==> src/rtl/timer_arbiter.sv <==
// Round-robin arbiter sharing one 6530 interval timer between NREQ requesters.
// Optional watchdog abort on a stuck timer: define TIMER_ARB_TIMEOUT_EN.
module timer_arbiter #(
  parameter int unsigned NREQ    = 4,
  parameter logic [19:0] TIMEOUT = 20'hFFFFF
) (
  input  logic              clk_i,
  input  logic              rst_i,
  input  logic [NREQ-1:0]   req_i,
  input  logic [NREQ*8-1:0] req_count_i,
  input  logic [NREQ*2-1:0] req_div_i,
  output logic [NREQ-1:0]   grant_o,
  output logic [NREQ-1:0]   done_o,
  output logic [NREQ-1:0]   err_o,
  output logic              busy_o,
  output logic [7:0]        remaining_o,
  output logic              t_enable_o,
  output logic              t_we_n_o,
  output logic [2:0]        t_a_o,
  output logic [7:0]        t_di_o,
  input  logic [7:0]        t_do_i,
  input  logic              t_irq_i
);

  localparam int unsigned IdxW = (NREQ > 1) ? $clog2(NREQ) : 1;

  typedef enum logic [1:0] {StIdle, StLoad, StWait, StAck} state_e;

  state_e            state_q, state_d;
  logic [IdxW-1:0]   rr_ptr_q, rr_ptr_d;
  logic [IdxW-1:0]   owner_q, owner_d;
  logic              wait_first_q, wait_first_d;
  logic [NREQ-1:0]   grant_q, grant_d;
  logic [NREQ-1:0]   done_q, done_d;
  logic [NREQ-1:0]   err_q, err_d;
  logic [7:0]        remaining_q, remaining_d;
  logic              t_enable_q, t_enable_d;
  logic              t_we_n_q, t_we_n_d;
  logic [2:0]        t_a_q, t_a_d;
  logic [7:0]        t_di_q, t_di_d;

`ifdef TIMER_ARB_TIMEOUT_EN
  logic [19:0]       wd_q, wd_d;
`else
  logic [19:0]       unused_timeout;
  assign unused_timeout = TIMEOUT;
`endif

  logic [7:0]        count_arr [NREQ];
  logic [1:0]        div_arr   [NREQ];

  for (genvar g = 0; g < NREQ; g++) begin : g_unpack
    assign count_arr[g] = req_count_i[8*g +: 8];
    assign div_arr[g]   = req_div_i[2*g +: 2];
  end

  // First requesting index at or after rr_ptr, wrapping modulo NREQ.
  logic            any_req;
  logic [IdxW-1:0] win_idx;
  logic [IdxW-1:0] win_next;

  always_comb begin : p_arb
    logic [IdxW-1:0] cand;
    any_req = 1'b0;
    win_idx = '0;
    cand    = '0;
    for (int unsigned i = 0; i < NREQ; i++) begin
      cand = IdxW'((32'(rr_ptr_q) + i) % NREQ);
      if (!any_req && req_i[cand]) begin
        any_req = 1'b1;
        win_idx = cand;
      end
    end
    win_next = IdxW'((32'(win_idx) + 32'd1) % NREQ);
  end

  always_comb begin : p_next
    state_d      = state_q;
    rr_ptr_d     = rr_ptr_q;
    owner_d      = owner_q;
    wait_first_d = 1'b0;
    grant_d      = grant_q;
    done_d       = '0;
    err_d        = '0;
    remaining_d  = remaining_q;
    t_enable_d   = 1'b0;
    t_we_n_d     = 1'b1;
    t_a_d        = 3'b000;
    t_di_d       = t_di_q;
`ifdef TIMER_ARB_TIMEOUT_EN
    wd_d         = wd_q;
`endif

    unique case (state_q)
      StIdle: begin
        if (any_req) begin
          owner_d           = win_idx;
          rr_ptr_d          = win_next;
          grant_d           = '0;
          grant_d[win_idx]  = 1'b1;
          t_enable_d        = 1'b1;
          if (count_arr[win_idx] != 8'd0) begin
            state_d  = StLoad;
            t_we_n_d = 1'b0;
            t_a_d    = {1'b1, div_arr[win_idx]};
            t_di_d   = count_arr[win_idx];
          end else begin
            // Zero interval skips the timer entirely but still completes.
            state_d          = StAck;
            done_d           = '0;
            done_d[win_idx]  = 1'b1;
          end
        end
      end

      StLoad: begin
        state_d      = StWait;
        t_enable_d   = 1'b1;
        t_a_d        = 3'b100;
        wait_first_d = 1'b1;
`ifdef TIMER_ARB_TIMEOUT_EN
        wd_d         = '0;
`endif
      end

      StWait: begin
        t_enable_d = 1'b1;
        t_a_d      = 3'b100;
        // The first WAIT cycle only issues the read address; data is valid afterwards.
        if (!wait_first_q) begin
          remaining_d = t_do_i;
        end
`ifdef TIMER_ARB_TIMEOUT_EN
        wd_d = wd_q + 20'd1;
`endif
        if (!t_irq_i) begin
          state_d = StAck;
          t_a_d   = 3'b000;
          done_d  = grant_q;
        end else if (!req_i[owner_q]) begin
          state_d = StAck;
          t_a_d   = 3'b000;
        end
`ifdef TIMER_ARB_TIMEOUT_EN
        else if (wd_q == TIMEOUT) begin
          state_d = StAck;
          t_a_d   = 3'b000;
          err_d   = grant_q;
        end
`endif
      end

      StAck: begin
        state_d = StIdle;
        grant_d = '0;
      end

      default: begin
        state_d = StIdle;
        grant_d = '0;
      end
    endcase
  end

  always_ff @(posedge clk_i) begin
    if (rst_i) begin
      state_q      <= StIdle;
      rr_ptr_q     <= '0;
      owner_q      <= '0;
      wait_first_q <= 1'b0;
      grant_q      <= '0;
      done_q       <= '0;
      err_q        <= '0;
      remaining_q  <= '0;
      t_enable_q   <= 1'b0;
      t_we_n_q     <= 1'b1;
      t_a_q        <= 3'b000;
      t_di_q       <= '0;
`ifdef TIMER_ARB_TIMEOUT_EN
      wd_q         <= '0;
`endif
    end else begin
      state_q      <= state_d;
      rr_ptr_q     <= rr_ptr_d;
      owner_q      <= owner_d;
      wait_first_q <= wait_first_d;
      grant_q      <= grant_d;
      done_q       <= done_d;
      err_q        <= err_d;
      remaining_q  <= remaining_d;
      t_enable_q   <= t_enable_d;
      t_we_n_q     <= t_we_n_d;
      t_a_q        <= t_a_d;
      t_di_q       <= t_di_d;
`ifdef TIMER_ARB_TIMEOUT_EN
      wd_q         <= wd_d;
`endif
    end
  end

  assign grant_o     = grant_q;
  assign done_o      = done_q;
  assign err_o       = err_q;
  assign busy_o      = (state_q != StIdle);
  assign remaining_o = remaining_q;
  assign t_enable_o  = t_enable_q;
  assign t_we_n_o    = t_we_n_q;
  assign t_a_o       = t_a_q;
  assign t_di_o      = t_di_q;

endmodule

==> config.mk <==
export PLATFORM = sky130hd
export DESIGN_NAME = timer_arbiter
export DESIGN_NICKNAME = d
export VERILOG_FILES = /design/src/rtl/timer_arbiter.sv
export SDC_FILE = /design/constraint.sdc
export NUM_CORES = 1
export LEC_CHECK = 0
export ABC_AREA = 1
export BUFFER_PORTS_ARGS = -buffer_cell sky130_fd_sc_hd__buf_4
export CAP_MARGIN = 20
export CELL_PAD_IN_SITES_DETAIL_PLACEMENT = 1
export CELL_PAD_IN_SITES_GLOBAL_PLACEMENT = 2
export CORE_MARGIN = 2
export CORE_UTILIZATION = 26
export CTS_BUF_LIST = sky130_fd_sc_hd__clkbuf_4
export DETAILED_ROUTE_END_ITERATION = 7
export PLACE_DENSITY_LB_ADDON = 0.1
export SYNTH_ARGS = -nofsm -noshare
export SYNTH_HDL_FRONTEND = slang
export SYNTH_SLANG_ARGS = --single-unit
==> constraint.sdc <==
create_clock -name clk_i -period 3 [get_ports clk_i]
set_input_delay 0.45 -clock clk_i [delete_from_list [all_inputs] [get_ports clk_i]]
set_output_delay 0.45 -clock clk_i [all_outputs]
set_load 0.05 [all_outputs]
**Word level (Yosys, flattened, before mapping)**

Index checks and enable logic that the tools add are counted.

- Bits in registers: 36
- Output and inout port bits: 34
- Word-level logic and storage cells: 96

- Add/sub/neg operators: 4
- $lt $le $gt $ge: 8
- Equality and inequality tests: 5
- Mux-type cells: 46
- Bitwise gates (word level): 4
- Reduce and logical (&&, ||, !) cells: 18

Operators with widths:

| cell | count |
|---|---|
| 2-bit 2-to-1 mux | 10 |
| 2-bit by 3-bit < comparator with 1-bit output (second input constant) | 6 |
| 8-bit binary-select mux with 2-bit select | 1 |
| 4-bit 2-to-1 mux | 4 |
| 8-bit 2-to-1 mux | 2 |
| 4-bit case mux with 2 select lines | 2 |
| 1-bit 2-to-1 mux | 13 |
| 3-bit 2-to-1 mux | 4 |
| 1-bit binary-select mux with 2-bit select | 5 |
| 3-bit case mux with 3 select lines | 1 |
| 2-bit case mux with 4 select lines | 1 |
| 2-bit AND reduction | 4 |
| 8-bit nonzero test | 1 |
| 2-bit by 1-bit adder with 2-bit output (second input constant) | 2 |
| 2-bit adder (second input constant) | 2 |
| 2-bit binary-select mux with 2-bit select | 1 |
| 2-bit equality test (second input constant) | 2 |
| 1-bit logical AND | 4 |
| 2-bit nonzero test | 2 |
| 3-bit greater-or-equal comparator (second input constant) | 1 |
| 1-bit zero test | 3 |
| 3-bit != test (second input constant) | 1 |
| 1-bit inverter | 3 |
| 2-bit inverter with 3-bit output | 1 |
| other kinds (9) | 9 |

**Depth between registers and ports, before layout**

- Depth in word-level cells: 20
- Gate-level depth with buffers: 21
- Depth with buffers taken out: 19

**Least setup slack after synthesis**

Ideal clock, no wire load.

- Kind: input-to-reg
- Start point: in req_i[2]
- End point: reg t_di_q[2], in the netlist t_di_o[2]
- Library setup time: 68 ps
- Arrival time: 2144 ps
- Required time: 2932 ps
- Setup slack: 788 ps
- Cell stages on the path: 19
- Path buffers: 2
- Cells stage by stage: inv_1 nand2_2 nand3_1 nand2_2 inv_1 nand2_2 nand2_4 nand3_4 buf_6 nand2_1 nand3_1 nand2_1 nand2_2 nor2_4 nand2_4 nand2_4 buf_8 nand2_2 a21oi_2

- Longest elaborated chain between the ends: 18
- Elaborated cells between the ends (all ways): 28
- Classes of those cells: 19 x mux; 1 x bitwise; 8 x reduce/logical

Ends and longest elaborated chain:

| what | RTL line | RTL |
|---|---|---|
| from (decl) | 9 | `input logic [NREQ-1:0] req_i,` |
| 1-bit binary-select mux with 2-bit select | 69 | `if (!any_req && req_i[cand]) begin` |
| 1-bit 2-to-1 mux (implied by the code) | 69 |  |
| 1-bit 2-to-1 mux | 69 |  |
| 1-bit zero test | 69 |  |
| 1-bit logical AND | 69 |  |
| 1-bit 2-to-1 mux | 69 |  |
| 1-bit zero test | 69 |  |
| 1-bit logical AND | 69 |  |
| 1-bit 2-to-1 mux | 69 |  |
| 1-bit zero test | 69 |  |
| 1-bit logical AND | 69 |  |
| 2-bit 2-to-1 mux | 69 |  |
| 2-bit inverter with 3-bit output (implied by the code) | 102, 106 |  |
| 8-bit binary-select mux with 2-bit select | 102, 106 |  |
| 8-bit 2-to-1 mux (implied by the code) (2 in series) | 102, 106 |  |
| 8-bit nonzero test | 102 | `if (count_arr[win_idx] != 8'd0) begin` |
| 3-bit AND reduction (no source line) | -- |  |
| to (signal assigned) | 194 | `t_di_q <= t_di_d;` |
| to (decl) | 40 | `logic [7:0] t_di_q, t_di_d;` |

Several ways; a longest one is shown, not always the timed one. The select of a mux whose other input is x is not followed.
A chain may end at the register's enable or synchronous reset.

**Worst setup path in the final report**

- Start point: reg rr_ptr_q[1]
- End point: reg t_di_q[0], in the netlist t_di_o[0]

- Longest elaborated chain between the ends: 18
- Elaborated cells between the ends (all ways): 31
- Classes of those cells: 3 x add/sub; 19 x mux; 1 x bitwise; 8 x reduce/logical

Ends and longest elaborated chain:

| what | RTL line | RTL |
|---|---|---|
| from (decl) | 30 | `logic [IdxW-1:0] rr_ptr_q, rr_ptr_d;` |
| from (signal assigned) | 184 | `rr_ptr_q <= rr_ptr_d;` |
| branches (longest 18 deep; another with 2-bit by 1-bit adder with 2-bit output) | -- |  |

Several ways; the timed one is not identified. The select of a mux whose other input is x is not followed.

==> run metrics <==
Least-Margin Pin Slew=just over 0.5 ns; most common cell after layout, fill and taps aside=buf_4; DRT Pass-1 Iters=4; gp weighted congestion=between 0.7 and 0.8; layout cells sized above 1=0.3094; number of global-route vias before repair=between 2000 and 2500; worst hold path endpoint=remaining_o[5]$_SDFFE_PP0P_; I/O Buffers=between 80 and 90; post_cts resized=0; drt drc=0; Worst Setup Slack, final=between 0.4 and 0.5 ns; final cycle utilization of the critical path=0.8603; flop-to-flop setup slack=around 0.42 ns; Slew Limit Headroom=0.6636; DRT iter0 DRCs=45; max_cap viols=0; Worst Reg-to-Reg Cells=18; Peak VDD IR=roughly 0.47 mV; CP required=approximately 3.3 ns; Reg-to-Reg Start=rr_ptr_q[1]$_SDFFE_PP0P_; most frequent cells in the layout=91 x buf_4, 79 x nand2_1, 36 x nand3_1, 36 x dfxtp_1, 32 x inv_1; number of buffers created by CTS=5; core box area=between 0.008 and 0.009 mm^2; number of synthesis warnings=0; GRT Total Usage=0.1494; CP Max Fanout=23; Die H=between 90 and 100 um; crit path kind=flop to flop; die footprint=0.009608 mm^2; Syn Inst Count=around 330; CTS sink cnt=36; hold path start=t_do_i[5]; Yosys reg bits=36; filler cell count=approximately 1100; CTS root buf=clkbuf_4; initial antenna violation count=0; Tmin final=between 2 and 3 ns; Routed Wire Length=roughly 7200 um; footprint of the multi-input gates=roughly 0.0013 mm^2; drt wl/cell=approximately 14 um; # setup viols final=0; worst path arrival time=2.85 ns; vias=between 2000 and 2500; first-pass GRT wire length=11940 um; fin. max-slew vios=0; power per cell area=around 1200 mW/mm^2; reg-to-reg endpoint=t_di_o[0]$_SDFFE_PP0P_; CTS tree=built; achievable frequency=roughly 390 MHz; utilization after layout=0.3528; post-place setup slack=approximately 0.36 ns; flip-flop and latch area=about 700 um^2; antenna-violating nets left=0; Skew-Pair Late Insertion Delay=0.34 ns; IO Pins=89; Area Growth Syn to Fin=32.55%; synthesized area=0.002298 mm^2; CTS Hold Bufs=0; Die W=98.02 um; DR vias/cell=~4.6; TNS Setup=0 ns; Antenna Cells=0; Initial Utilization=0.2662; Setup Skew=0.007828 ns; final hold slack=0.3254 ns; Post-CTS Setup Bufs=0; # rows=34; clk slew on worst S/H paths=roughly 0.11 ns; Avg Inst Size Synth=between 6 and 7 um^2; sequential fraction of the synthesis area=0.3136; RSZ-0062 raised after global routing=false; final hold vios=0; worst min-delay path class=input port to flop; Leak Pwr=about 1.5 nW; nets@finish=between 400 and 500; outcome=completed; Remaining Overflow, GRT=0; CTS H-tree lvls=2; CTS max path bufs=2; worst hold path depth=3; critical path launch point type=flop; Unique masters post-synth=31; dpl hpwl=between 5000 and 6000 um; largest net degree at the start of global routing=24; CP endpoint kind=flop; Tot Pwr=3.587 mW
## state kept, by name, summed over array words and instances, names as in the netlist
name,flops
t_di_o,8
done_o,4
grant_o,4
wait_first_q,1
t_a_o,3
t_enable_o,1
remaining_o,8
t_we_n_o,1
rr_ptr_q,2
state_q,2
owner_q,2
## per-layer routing
layer	GRT usage	vias to the layer above	wire length [um]
met2	0.2350	62	3179
met5	0	-	0
met1	0.2103	1098	3537
li1	-	1254	-
met4	0.03526	0	80
met3	0.03078	7	401
## synth_stat cells
cell / instances / share of area
a221oi_1: 1 / 0.0038
nand2_4: 3 / 0.015
buf_6: 5 / 0.024
o21ai_0: 13 / 0.028
nor3_1: 3 / 0.0065
nor2_2: 1 / 0.0027
buf_2: 2 / 0.0044
dfxtp_1: 36 / 0.31
inv_1: 32 / 0.052
nand3_2: 1 / 0.0044
or2_2: 1 / 0.0027
inv_2: 2 / 0.0033
o21a_1: 1 / 0.0033
a21oi_2: 4 / 0.015
nand3_4: 3 / 0.023
nand2_1: 79 / 0.13
buf_4: 4 / 0.013
nand4_1: 20 / 0.054
a32o_1: 2 / 0.0087
o211ai_1: 1 / 0.0033
a21oi_1: 19 / 0.041
ha_1: 9 / 0.049
conb_1: 1 / 0.0016
clkbuf_1: 4 / 0.0065
buf_8: 1 / 0.0065
inv_6: 1 / 0.0038
nand3_1: 36 / 0.078
nor2_4: 3 / 0.015
nor2_1: 29 / 0.047
nand2_2: 14 / 0.038
clkinv_1: 1 / 0.0016
## final cells by class
type,instances,share of cell area
flip-flops and latches,36,0.2366
well taps,108,0.04435
multi-input cells,247,0.4341
inverters,36,0.04600
clock inverters,2,0.002464
repair buffers,91,0.2242
clock buffers,5,0.01232
## cell families after synthesis
kind of cell | after synthesis | share of synthesized area
flip-flops | 36 | 0.3136
AO/OA/AOI/OAI | 41 | 0.1040
other | 1 | 0.001632
AND/OR/NAND/NOR | 193 | 0.4159
adder cells (fa/ha/maj) | 9 | 0.04899
buffers and inverters | 52 | 0.1159
## worst max-delay path, stage by stage, from the launching register on
cell and delay, ns:
dfxtp_1 0.44, inv_1 0.15, nand2_1 0.10, nand2_2 0.09, nand2_1 0.07, nand2_1 0.06
nand2_2 0.10, nand2_2 0.07, nand2_4 0.07, nand3_4 0.23, nand2_1 0.14, nand3_1 0.10
nand2_1 0.12, nand2_2 0.08, nor2_4 0.19, nand2_4 0.11, nand2_4 0.17, nand2_1 0.07
a21oi_1 0.14
## power by group
part / leakage [nW] / internal (mW) / total [mW] / switching [mW]
clock network: 0.0261 / 0.0819 / 0.239 / 0.158
registers: 0.296 / 0.633 / 0.726 / 0.0933
logic: 1.21 / 0.825 / 2.62 / 1.80
total: 1.53 / 1.54 / 3.59 / 2.05
## worst max path at each step
stage,startpoint,to,depth (start not counted)
floorplan,req_i[2],t_di_o[2]$_SDFFE_PP0P_,19
global placement,req_i[2],t_di_o[6]$_SDFFE_PP0P_,19
detailed placement,req_i[2],t_di_o[6]$_SDFFE_PP0P_,19
CTS,rr_ptr_q[1]$_SDFFE_PP0P_,t_di_o[0]$_SDFFE_PP0P_,17
global route,rr_ptr_q[1]$_SDFFE_PP0P_,t_di_o[5]$_SDFFE_PP0P_,19
finish,rr_ptr_q[1]$_SDFFE_PP0P_,t_di_o[0]$_SDFFE_PP0P_,18
## stage by stage
step,cell area (um^2),std cells
after CTS,3047,525
final,3047,525
after floorplan,2310,335
after detailed placement,3002,518
after global routing,3047,525
after global placement,3002,518
No activity file was read; power rests on OpenSTA's default activity.
